### src/rtl/cmp_monitor.sv
// cmp_monitor: registered compare-and-qualify unit with run-length count,
// debounced hit after HOLD consecutive matches, and a software-cleared sticky flag.
module cmp_monitor #(
  parameter int WIDTH = 16,
  parameter int CNT_W = 8,
  parameter int HOLD  = 4
) (
  input  logic             clk,
  input  logic             rst,
  input  logic             in_valid,
  input  logic [WIDTH-1:0] in,
  input  logic [WIDTH-1:0] ref_val,
  input  logic [1:0]       mode,
  input  logic             clr,
  output logic             zer,
  output logic             out_valid,
  output logic [CNT_W-1:0] run_cnt,
  output logic             hit,
  output logic             sticky
);

  localparam logic [CNT_W-1:0] CNT_MAX = '1;
  localparam logic [CNT_W:0]   HOLD_C  = (CNT_W+1)'(HOLD);

  logic             zer_q;
  logic             ov_q;
  logic [CNT_W-1:0] run_q, run_d;
  logic             hit_q, hit_d;
  logic             hit_dly_q;
  logic             stk_q, stk_d;
  logic [1:0]       mode_q;

  logic             match;
  logic [CNT_W-1:0] base;
  logic [CNT_W:0]   inc;

  always_comb begin
    match = 1'b0;
    unique case (mode)
      2'b00: match = (in == '0);
      2'b01: match = (in == ref_val);
      2'b10: match = (in < ref_val);
      2'b11: match = (in > ref_val);
      default: match = 1'b0;
    endcase
  end

  // A mode change restarts the run from an empty base.
  always_comb begin
    base  = (mode != mode_q) ? '0 : run_q;
    inc   = {1'b0, base} + 1'b1;
    run_d = '0;
    if (match)
      run_d = inc[CNT_W] ? CNT_MAX : inc[CNT_W-1:0];
    hit_d = match && (inc >= HOLD_C);
  end

  // Rising edge of hit sets sticky; set beats clr.
  always_comb begin
    stk_d = stk_q;
    if (hit_q && !hit_dly_q)
      stk_d = 1'b1;
    else if (clr)
      stk_d = 1'b0;
  end

  always_ff @(posedge clk) begin
    if (rst) begin
      zer_q     <= 1'b0;
      ov_q      <= 1'b0;
      run_q     <= '0;
      hit_q     <= 1'b0;
      hit_dly_q <= 1'b0;
      stk_q     <= 1'b0;
      mode_q    <= 2'b00;
    end else begin
      ov_q      <= in_valid;
      hit_dly_q <= hit_q;
      stk_q     <= stk_d;
      if (in_valid) begin
        zer_q  <= match;
        mode_q <= mode;
        run_q  <= run_d;
        hit_q  <= hit_d;
      end
    end
  end

  assign zer       = zer_q;
  assign out_valid = ov_q;
  assign run_cnt   = run_q;
  assign hit       = hit_q;
  assign sticky    = stk_q;

endmodule

### config.mk
export PLATFORM = sky130hd
export DESIGN_NAME = cmp_monitor
export DESIGN_NICKNAME = d
export VERILOG_FILES = /design/src/rtl/cmp_monitor.sv
export SDC_FILE = /design/constraint.sdc
export NUM_CORES = 1
export LEC_CHECK = 0
export ABC_CLOCK_PERIOD_IN_PS = 5800
export BUFFER_PORTS_ARGS = -buffer_cell sky130_fd_sc_hd__buf_2
export CORE_MARGIN = 2
export CORE_UTILIZATION = 35
export CTS_CLUSTER_DIAMETER = 30
export CTS_CLUSTER_SIZE = 16
export DETAILED_ROUTE_END_ITERATION = 10
export PLACE_DENSITY = 0.7
export REMOVE_ABC_BUFFERS = 1
export SYNTH_ARGS = -nofsm -noshare
export SYNTH_HDL_FRONTEND = slang
export SYNTH_SLANG_ARGS = --single-unit
### constraint.sdc
create_clock -name clk -period 5.8 [get_ports clk]
set_input_delay 0.29 -clock clk [delete_from_list [all_inputs] [get_ports clk]]
set_output_delay 0.29 -clock clk [all_outputs]
set_load 0.05 [all_outputs]
# Word-level counts from Yosys, hierarchy flattened
# Index checks and enable logic that the tools add are counted.
# totals
wordCells	28
ff_bits	15
in_bits	38
out_inout_bits	12
# op_classes
order_cmp	3
muxes	6
eq_ne	5
n_reduce_logical	6
n_addsub	1
# op_table
operator	count
8-bit two-way mux	3
16-bit equality test	1
16-bit > comparator	1
16-bit zero test	1
16-bit less-than comparator	1
8-bit by 1-bit adder with 9-bit output, second input constant	1
9-bit by 3-bit >= comparator with 1-bit output, second input constant	1
2-bit equality test, second input constant	2
1-bit case mux with 4 select lines	1
2-bit by 1-bit equality test with 1-bit output, second input constant	1
1-bit logical AND	2
2-bit zero test	1
1-bit two-way mux	2
2-bit != test	1
2-bit nonzero test	1
1-bit zero test	1

# Logic depth before layout (Yosys ltp)
# Gate-level depths: netlist (run 1).
# logic_depth
depth_word	5
depth_mapped	10
ltp_nobuf	10

# Worst setup path before layout (run 1)
# Ideal clock, no wire load.
# synth_path
path_type	reg-to-reg
from	register run_q[0], in the netlist run_cnt[0]
to	register hit_q, in the netlist hit
period_less_slack_ps	2321
t_required_ps	5683
t_arrival_ps	2204
setup_ps	117
path_stages_with_launch	10
path_slack_ps	3479
path_buffers	0
cell_sequence	dfxtp_1 -> and3_1 -> ha_1 -> and3_1 -> and3_1 -> nand3_1 -> o21a_1 -> nor3_1 -> o21ai_0 -> a22o_1
# synth_between
elab_chain_len	4
# synth_lines
item	line	source
from (decl)	27	logic [CNT_W-1:0] run_q, run_d;
from (signal assigned)	83	run_q <= run_d;
8-bit two-way mux	50	base = (mode != mode_q) ? '0 : run_q;
8-bit by 1-bit adder with 9-bit output	51	inc = {1'b0, base} + 1'b1;
9-bit by 3-bit >= comparator with 1-bit output	55	hit_d = match && (inc >= HOLD_C);
1-bit logical AND	55	
to (signal assigned)	84	hit_q <= hit_d;
to (decl)	28	logic hit_q, hit_d;
# No other way between the ends.
# A chain may end at the register's enable or synchronous reset.

# Worst setup path in the final report (run 1)
# layout_path
from	input port in[14]
to	register run_q[3], in the netlist run_cnt[3]
# layout_between
elab_chain_len	3
word_cells_on_any_way	6
classes_between	order compare (2); eq/ne (1); mux (2); reduce/logical (1)
# layout_lines
item	line	source
from (decl)	11	input logic [WIDTH-1:0] in,
16-bit > comparator (tied with other cells)	43	2'b11: match = (in > ref_val);
1-bit case mux with 4 select lines (*)	39	unique case (mode)
8-bit two-way mux (*)	53	if (match)
# Every way passes the cells marked *; elsewhere a longest branch is shown, timed or not.

==> impl_metrics.env, run 1 <==
export IMPL_status="finished clean"
export IMPL_cts_tree="yes"
export IMPL_nFillCells=372
export IMPL_max_freq_mhz=376
export IMPL_die_x_um=64.3
export IMPL_critical_path_startpoint="in[14]"
export IMPL_cts_sinks=15
export IMPL_grt_pass1_vias=1202
export IMPL_synthMuxAreaShare=0.0236
export IMPL_synth_xor_area_frac=0.0206
export IMPL_timing_rr_start="mode_q[0]"
export IMPL_end_kind="flop"
export IMPL_finalMaxSlewViolations=0
export IMPL_synth_area_um2=1270
export IMPL_dr_pass1_iters=4
export IMPL_synth_seq_cells=15
export IMPL_diodes=0
export IMPL_cts_hold_buf=0
export IMPL_grt_ovfl_total=0
export IMPL_cp_start_kind="input pin"
export IMPL_synthToLayoutAreaGrowth_pct=24.4
export IMPL_grt_use_total=0.153
export IMPL_maxCapViolations=0
export IMPL_grt_pass1_wl_mm=5.20
export IMPL_insertion_delay_ns=0.29
export IMPL_multi_input_area_um2=886
export IMPL_layout_cells_non_filler=255
export IMPL_clock_skew_ns=0.00204
export IMPL_port_buffers=49
export IMPL_drtIter0Drc=42
export IMPL_synth_edf_count=0
export IMPL_crit_arrival_ns=2.85
export IMPL_min_from="clr"
export IMPL_fin_crit_sh=0.458
export IMPL_cts_resized=0
export IMPL_crit_type="in2reg"
export IMPL_synth_seq_area_share=0.236
export IMPL_final_cell_mix="49 x buf_2, 18 x inv_1, 18 x ha_1, 15 x dfxtp_1, 12 x nand2_1"
export IMPL_required_ns=5.99
export IMPL_via_per_inst=5.05
export IMPL_synthCells=159
export IMPL_relSlewSlack=0.330
export IMPL_finish_net_count=266
export IMPL_synthArstFlopShare=0
export IMPL_antenna_found_initial=0
export IMPL_place_hpwl_mm=2.48
export IMPL_htreeDepth=1
export IMPL_vias=1287
export IMPL_final_common_cell="buf_2"
export IMPL_hold_viol=0
export IMPL_initial_utilization=0.373
export IMPL_synthDistinctLibCells=42
export IMPL_clk_pin_slew_ns=0.08
export IMPL_rows=21
export IMPL_ant_nets=0
export IMPL_rsz0062_at_grt="no"
export IMPL_synth_fa_ha_area_frac=0.177
export IMPL_die_h_um=64.3
export IMPL_cts_buffer_depth=2
export IMPL_fp_coreArea_um2=3420
export IMPL_cts_setup_buffers=0
export IMPL_worst_slew_pin_slew_ns=0.977
export IMPL_synth_largest_area_cell="dfxtp_1"
export IMPL_placed_cells=251
export IMPL_vdd_drop_max_v=0.0000546
export IMPL_r2r_setup_slack_ns=3.32
export IMPL_final_seq_area_um2=300
export IMPL_num_io_pins=50
export IMPL_cts_buffers=3
export IMPL_final_min_clock_period_ns=2.66
export IMPL_dominantRegCellSynth="dfxtp_1"
export IMPL_leakage_nw=0.821
export IMPL_drc=0
export IMPL_drive_gt1_frac=0.287
export IMPL_wl_per_cell_um=11.6
export IMPL_whs_ns=0.268
export IMPL_cellPowerDensity_nw_per_um2=147
export IMPL_synth_area_leaders="dfxtp_1 24%, ha_1 18%, inv_1 5.3%"
export IMPL_fin_util=0.464
export IMPL_wirelength_mm=2.96
export IMPL_gp_congestion=0.861
export IMPL_hp_class="in2reg"
export IMPL_netlist_area_leader_share=0.236
export IMPL_yosysWarnings=0
export IMPL_grt_start_max_net_pins=12
export IMPL_synth_top_family_by_area="simple AND/OR/NAND/NOR gates"
export IMPL_setup_violations=0
export IMPL_clockRootBuffer="clkbuf_4"
export IMPL_synth_area_per_cell_um2=8.01
export IMPL_crit_fanout=11
export IMPL_synth_compound_area_frac=0.227
export IMPL_synthSimpleGateAreaFrac=0.248
export IMPL_finalSetupTns_ns=0
export IMPL_die_area_um2=4140
synth_stat cells, types with 2 or more instances:
| library cell | instances |
|---|---|
| nand4_1 | 3 |
| nor4_1 | 6 |
| a22o_1 | 5 |
| o21a_1 | 2 |
| nand2_1 | 12 |
| xnor2_1 | 2 |
| o22a_1 | 2 |
| o21ai_0 | 6 |
| and3_1 | 5 |
| dfxtp_1 | 15 |
| nor3_1 | 5 |
| ha_1 | 18 |
| a21oi_1 | 8 |
| mux2i_1 | 3 |
| nand2b_1 | 4 |
| nor2_1 | 10 |
| inv_1 | 18 |
| o41ai_2 | 2 |
| nor2b_1 | 2 |
| nand3_1 | 9 |
state kept, by name, indices dropped and copies added (netlist names):
| register | flops |
|---|---|
| run_cnt | 8 |
| mode_q | 2 |
| hit | 1 |
| hit_dly_q | 1 |
| out_valid | 1 |
| sticky | 1 |
| zer | 1 |
kinds of logic (layout without fill, tap and decap cells):
group | after synthesis | count (layout)
AO/OA/AOI/OAI | 38 | 38
XOR/XNOR | 3 | 3
adder cells (fa/ha/maj) | 18 | 18
buffers and inverters | 21 | 71
flip-flops | 15 | 15
multiplexers | 3 | 3
AND/OR/NAND/NOR | 61 | 61
worst paths after layout:
kind | end | cells after the start
worst max register to register | run_cnt[2] | 10
worst max-delay path | run_cnt[3] | 9
worst min register to register | sticky | 2
worst min-delay path | sticky | 3
where the power goes:
part / total (mW) / internal, mW / switching [mW]
combinational: 0.0668 / 0.0281 / 0.0387
sequential: 0.107 / 0.105 / 0.00141
clock: 0.0592 / 0.0257 / 0.0335
total: 0.233 / 0.159 / 0.0736
area by class of cell:
class                           count  share of cell area
Clock buffer                        3              0.0142
Clock inverter                      1             0.00316
Inverter                           18              0.0427
Multi-Input combinational cell    123               0.559
Sequential cell                    15               0.190
Tap cell                           46              0.0363
Timing Repair Buffer               49               0.155
metal layers:
layer	GRT usage	vias to the layer above	wire length [um]
met5	0	-	0
met4	0.0452	0	24
met3	0.0264	3	116
met2	0.249	27	1380
met1	0.207	573	1440
li1	-	684	-
worst max-delay path: stages:
cell and delay (ns):
buf_2 0.11, ha_1 0.33, a21oi_2 0.15, nand2_1 0.06, a221o_1 0.35, o31ai_2 0.26, mux2i_1 0.84, o21ai_1 0.17
a32o_1 0.29
through the flow:
stage	worst slack (ns)	total power, mW	instance area [um^2]
after CTS	3.17	0.236	1580
after floorplan	3.25	0.150	1250
after detailed placement	2.85	0.176	1560
after global routing	2.93	0.250	1580
after global placement	2.88	0.176	1560
final	3.14	0.233	1580
Note: power is estimated with default switching activity, not from simulation.
==> run 2, diff against run 1 <==
- ABC_CLOCK_PERIOD_IN_PS: 5800 -> 2100
- PLACE_DENSITY: 0.7 -> 0.72
- clock period: 5.8 -> 2.1 ns (I/O delays scaled with it)
==> impl_metrics.env, run 2 (synthesis gave the netlist of run 1 again) <==
export IMPL_status="finished clean"
export IMPL_setup_violations=0
export IMPL_crit_fanout=4
export IMPL_multi_input_area_um2=928
export IMPL_place_hpwl_mm=2.62
export IMPL_crit_arrival_ns=2.21
export IMPL_p_int_mw=0.463
export IMPL_htreeDepth=1
export IMPL_final_common_cell="buf_2"
export IMPL_via_per_inst=5.04
export IMPL_crit_type="reg2reg"
export IMPL_layout_cells_non_filler=274
export IMPL_initial_utilization=0.373
export IMPL_grt_use_total=0.160
export IMPL_die_x_um=64.3
export IMPL_nFillCells=348
export IMPL_finalMaxSlewViolations=0
export IMPL_pwr_share_clk=0.245
export IMPL_drc=0
export IMPL_diodes=0
export IMPL_rsz0062_at_grt="yes"
export IMPL_whs_ns=0.0754
export IMPL_vdd_drop_max_v=0.000188
export IMPL_worst_slew_pin_slew_ns=0.321
export IMPL_combPwrFrac=0.320
export IMPL_final_min_clock_period_ns=2.02
export IMPL_vias=1381
export IMPL_placed_cells=268
export IMPL_cts_tree="yes"
export IMPL_holdPathEnd="sticky"
export IMPL_cp_start_kind="flop"
export IMPL_ant_nets=0
export IMPL_port_buffers=49
export IMPL_cts_buffer_depth=2
export IMPL_cellPowerDensity_nw_per_um2=383
export IMPL_dr_pass1_iters=4
export IMPL_end_kind="flop"
export IMPL_required_ns=2.29
export IMPL_timing_rr_start="mode_q[0]"
export IMPL_hold_viol=0
export IMPL_m1WireLength_mm=1.50
export IMPL_fin_crit_sh=0.962
export IMPL_insertion_delay_ns=0.29
export IMPL_fp_coreArea_um2=3420
export IMPL_r2r_end="hit"
export IMPL_r2r_setup_slack_ns=0.08
export IMPL_rows=21
export IMPL_die_area_um2=4140
export IMPL_maxCapViolations=0
export IMPL_grt_pass1_wl_mm=5.43
export IMPL_wirelength_mm=3.22
export IMPL_clk_pin_slew_ns=0.09
export IMPL_grt_pass1_vias=1279
export IMPL_die_h_um=64.3
export IMPL_antenna_found_initial=0
export IMPL_wl_met2_mm=1.52
export IMPL_drtIter0Drc=69
export IMPL_grt_start_max_net_pins=12
export IMPL_num_io_pins=50
export IMPL_synthToLayoutAreaGrowth_pct=39.0
export IMPL_p_switching_mw=0.214
export IMPL_min_from="clr"
export IMPL_largest_reg_flops=8
export IMPL_reg2reg_depth=10
export IMPL_clock_skew_ns=0.00132
export IMPL_relSlewSlack=0.785
export IMPL_cts_sinks=15
export IMPL_wl_per_cell_um=11.8
export IMPL_leakage_nw=0.917
export IMPL_final_seq_area_um2=302
export IMPL_grt_ovfl_total=0
export IMPL_hp_class="in2reg"
export IMPL_drive_gt1_frac=0.386
export IMPL_clockRootBuffer="clkbuf_4"
export IMPL_p_seq_frac=0.435
export IMPL_cts_buffers=3
export IMPL_hold_depth=3
export IMPL_finish_net_count=285
export IMPL_top_layer_used="met4"
export IMPL_met3_length_um=142
export IMPL_fin_util=0.518
export IMPL_final_cell_mix="49 x buf_2, 19 x buf_4, 18 x inv_1, 17 x ha_1, 14 x dfxtp_1"
export IMPL_cts_hold_buf=0
export IMPL_switching_share=0.316
export IMPL_max_freq_mhz=495
export IMPL_gp_congestion=0.890
[run 2: cell types whose count changed in the layout (fill, tap and decap cells not counted), moves of 2 or more]
| cell | delta |
|---|---|
| and3_1 | -3 |
| and3_4 | +3 |
| buf_4 | +19 |
| o21ai_0 | -3 |
| o21ai_1 | +3 |
| xnor2_1 | -2 |
| xnor2_2 | +2 |
[run 2: timing repair]
item	4_1_cts	5_1_grt
setup buffers	0	2
endpoints found under the setup margin	2	3
pin swaps	1	7
resized for setup	3	9
[run 2: how the worst max path moves through the flow]
stage,startpoint,to,slack (ns),depth (start not counted)
after floorplan,ref_val[14],run_cnt[3],-0.27,9
after global placement,in[14],run_cnt[3],-0.11,10
after detailed placement,in[14],run_cnt[3],-0.12,10
after CTS,mode_q[0],hit,0.01,10
after global routing,mode_q[0],hit,-0.04,10
final,mode_q[0],hit,0.08,10
[run 2: per-layer routing]
metal  up-vias  GRT usage
met3         8     0.0282
met2        34      0.271
met5         -          0
met1       618      0.209
li1        721          -
met4         0     0.0399
[run 2: worst max-delay path: stages, from the launching register on]
cell     delay [ns]
dfxtp_2        0.35
xnor2_2        0.21
and3_1         0.21
ha_2           0.18
and3_4         0.18
and3_4         0.20
nand3_1        0.08
o21a_1         0.12
nor3_2         0.11
o21ai_1        0.09
a22o_1         0.18
[run 2: power groups by stage]
stage	combinational, mW	sequential (mW)	clock [mW]
2_1_floorplan	0.0986	0.315	0
3_3_place_gp	0.204	0.300	0
3_5_place_dp	0.207	0.301	0
4_1_cts	0.210	0.295	0.171
5_1_grt	0.245	0.296	0.184
6_report	0.217	0.295	0.166
[run 2: final cells by class]
class	instances	area share
clock buffers	3	0.0127
clock inverters	1	0.00283
inverters	18	0.0382
multi-input cells	123	0.524
flip-flops and latches	15	0.170
well taps	46	0.0325
repair buffers	68	0.219
[run 2: per-stage QoR]
step           TNS, ns  total power, mW  cell area [um^2]  worst slack [ns]
2_1_floorplan    -1.90            0.413              1250            -0.270
3_5_place_dp    -0.606            0.507              1680            -0.124
6_report             0            0.678              1770            0.0789
5_1_grt        -0.0531            0.725              1770           -0.0352
3_3_place_gp    -0.463            0.504              1680            -0.109
4_1_cts              0            0.676              1730            0.0111
==> run 3, diff against run 2 <==
- ABC_AREA: not set -> 1
- CAP_MARGIN: not set -> 30
- PLACE_DENSITY: 0.72 -> 0.7
==> impl_metrics.env, run 3 <==
export IMPL_status="finished clean"
export IMPL_synth_seq_area_share=0.204
export IMPL_synth_largest_area_cell="dfxtp_1"
export IMPL_antenna_found_initial=0
export IMPL_finalSetupTns_ns=0
export IMPL_vdd_drop_max_v=0.000311
export IMPL_grt_pass1_vias=1297
export IMPL_wirelength_mm=3.39
export IMPL_dr_pass1_iters=4
export IMPL_holdPathEnd="sticky"
export IMPL_synthDistinctLibCells=27
export IMPL_synth_area_um2=1470
export IMPL_rsz0062_at_grt="no"
export IMPL_synth_area_per_cell_um2=6.62
export IMPL_critical_path_startpoint="mode_q[0]"
export IMPL_cts_buffers=3
export IMPL_grt_use_met3=0.0146
export IMPL_grt_util_met1=0.202
export IMPL_die_x_um=68.8
export IMPL_leakage_nw=1.06
export IMPL_synth_edf_count=0
export IMPL_die_area_um2=4730
export IMPL_cp_start_kind="flop"
export IMPL_hold_viol=0
export IMPL_port_buffers=49
export IMPL_finalMaxSlewViolations=0
export IMPL_insertion_delay_ns=0.25
export IMPL_synth_seq_cells=15
export IMPL_clockRootBuffer="clkbuf_8"
export IMPL_worst_slew_pin_slew_ns=0.364
export IMPL_hp_class="in2reg"
export IMPL_reg2reg_depth=13
export IMPL_synthTopCellsByCount="55 x nand2_1, 44 x inv_1, 18 x ha_1, 18 x nand3_1"
export IMPL_r2r_setup_slack_ns=0.18
export IMPL_setup_violations=0
export IMPL_end_kind="flop"
export IMPL_crit_fanout=4
export IMPL_whs_ns=0.0560
export IMPL_largest_reg_flops=8
export IMPL_dominantRegCellSynth="dfxtp_1"
export IMPL_synthCells=222
export IMPL_cellPowerDensity_nw_per_um2=395
export IMPL_fin_util=0.464
export IMPL_crit_arrival_ns=2.06
export IMPL_grt_pass1_wl_mm=5.58
export IMPL_final_cell_mix="54 x nand2_1, 49 x buf_2, 44 x inv_1, 18 x nand3_1, 17 x ha_1"
export IMPL_wl_per_cell_um=10.4
export IMPL_synth_area_leaders="dfxtp_1 20%, ha_1 15%, nand2_1 14%"
export IMPL_drive_gt1_frac=0.307
export IMPL_via_per_inst=4.65
export IMPL_crit_type="reg2reg"
export IMPL_synthArstFlopShare=0
export IMPL_vias=1520
export IMPL_grt_ovfl_total=0
export IMPL_cts_buffer_depth=2
export IMPL_clk_pin_slew_ns=0.06
export IMPL_fp_coreArea_um2=4030
export IMPL_netlist_area_leader_share=0.204
export IMPL_die_h_um=68.8
export IMPL_hold_depth=2
export IMPL_grt_met2_usage=0.261
export IMPL_cts_tree="yes"
export IMPL_maxCapViolations=0
export IMPL_max_freq_mhz=522
export IMPL_grt_start_max_net_pins=14
export IMPL_grt_use_total=0.155
export IMPL_diodes=0
export IMPL_gp_congestion=0.888
export IMPL_finish_net_count=334
export IMPL_ant_nets=0
export IMPL_synthToLayoutAreaGrowth_pct=27.2
export IMPL_initial_utilization=0.365
export IMPL_num_io_pins=50
export IMPL_final_min_clock_period_ns=1.92
export IMPL_rows=23
export IMPL_clock_skew_ns=0.00317
export IMPL_post_synth_top_count_cell="nand2_1"
export IMPL_drtIter0Drc=22
export IMPL_place_hpwl_mm=2.79
export IMPL_timing_rr_start="mode_q[0]"
export IMPL_htreeDepth=1
export IMPL_required_ns=2.24
export IMPL_top_usage_layer="met2"
export IMPL_relSlewSlack=0.757
export IMPL_final_common_cell="nand2_1"
export IMPL_r2r_end="hit"
export IMPL_report_power_total_mw=0.739
export IMPL_fin_crit_sh=0.913
export IMPL_min_from="clr"
export IMPL_drc=0
export IMPL_cts_sinks=15
export IMPL_yosysWarnings=0
-- run 3: worst max-delay path by stage --
stage / to / slack, ns / depth (start not counted)
3_5_place_dp: hit / 0.02 / 13
3_3_place_gp: hit / 0.12 / 13
4_1_cts: hit / 0.03 / 13
6_report: hit / 0.18 / 13
5_1_grt: hit / 0.002 / 13
2_1_floorplan: hit / 0.13 / 12
-- run 3: critical path, cell delays in order, from the launching register on --
cell,delay [ns]
dfxtp_2,0.34
xnor2_2,0.22
nand2_2,0.16
nor2_4,0.14
ha_2,0.20
nand2_2,0.08
nor2_4,0.16
nand4_1,0.09
nand2_1,0.10
inv_1,0.05
nor2_2,0.07
nand3_1,0.08
nand3_1,0.07
nand2_1,0.06
-- run 3: per-layer routing --
metal  up-vias  routed length [um]
met5         -                   0
met4         0                  72
met3         7                 155
met2        40                1570
met1       658                1600
li1        815                   -
-- run 3: cell families after synthesis --
logic type,share of synthesized area
DFF,0.204
buffers and inverters,0.124
and+or+nand+nor,0.410
AOI/OAI and AO/OA,0.0750
xor gates and xnor gates,0.0341
adders and majority gates,0.153
-- run 3: where the power goes --
part / switching (mW) / internal, mW
sequential: 0.00585 / 0.291
combinational: 0.119 / 0.0892
clock: 0.0990 / 0.134
total: 0.224 / 0.515
-- run 3: timing repair --
| item | CTS | global route |
|---|---|---|
| setup buffers | 0 | 3 |
| resized for setup | 1 | 6 |
| hold buffers | 0 | 0 |
| endpoints found under the hold margin | 0 | 0 |
| pin swaps | 1 | 5 |
| endpoints found under the setup margin | 1 | 9 |
-- run 3: area by class of cell --
type | instances | area [um^2]
Inverter | 45 | 169
Tap cell | 50 | 62.6
Multi-Input combinational cell | 159 | 1010
Sequential cell | 15 | 302
Clock buffer | 4 | 45.0
Timing Repair Buffer | 54 | 283
Fill cell | 418 | 2160
-- run 3: stage by stage --
| step | cells | setup WS, ns | cell area [um^2] |
|---|---|---|---|
| after floorplan | 219 | 0.130 | 1460 |
| after global placement | 320 | 0.122 | 1780 |
| after detailed placement | 320 | 0.0246 | 1780 |
| after CTS | 324 | 0.0256 | 1830 |
| after global routing | 327 | 0.00161 | 1870 |
| final | 327 | 0.183 | 1870 |
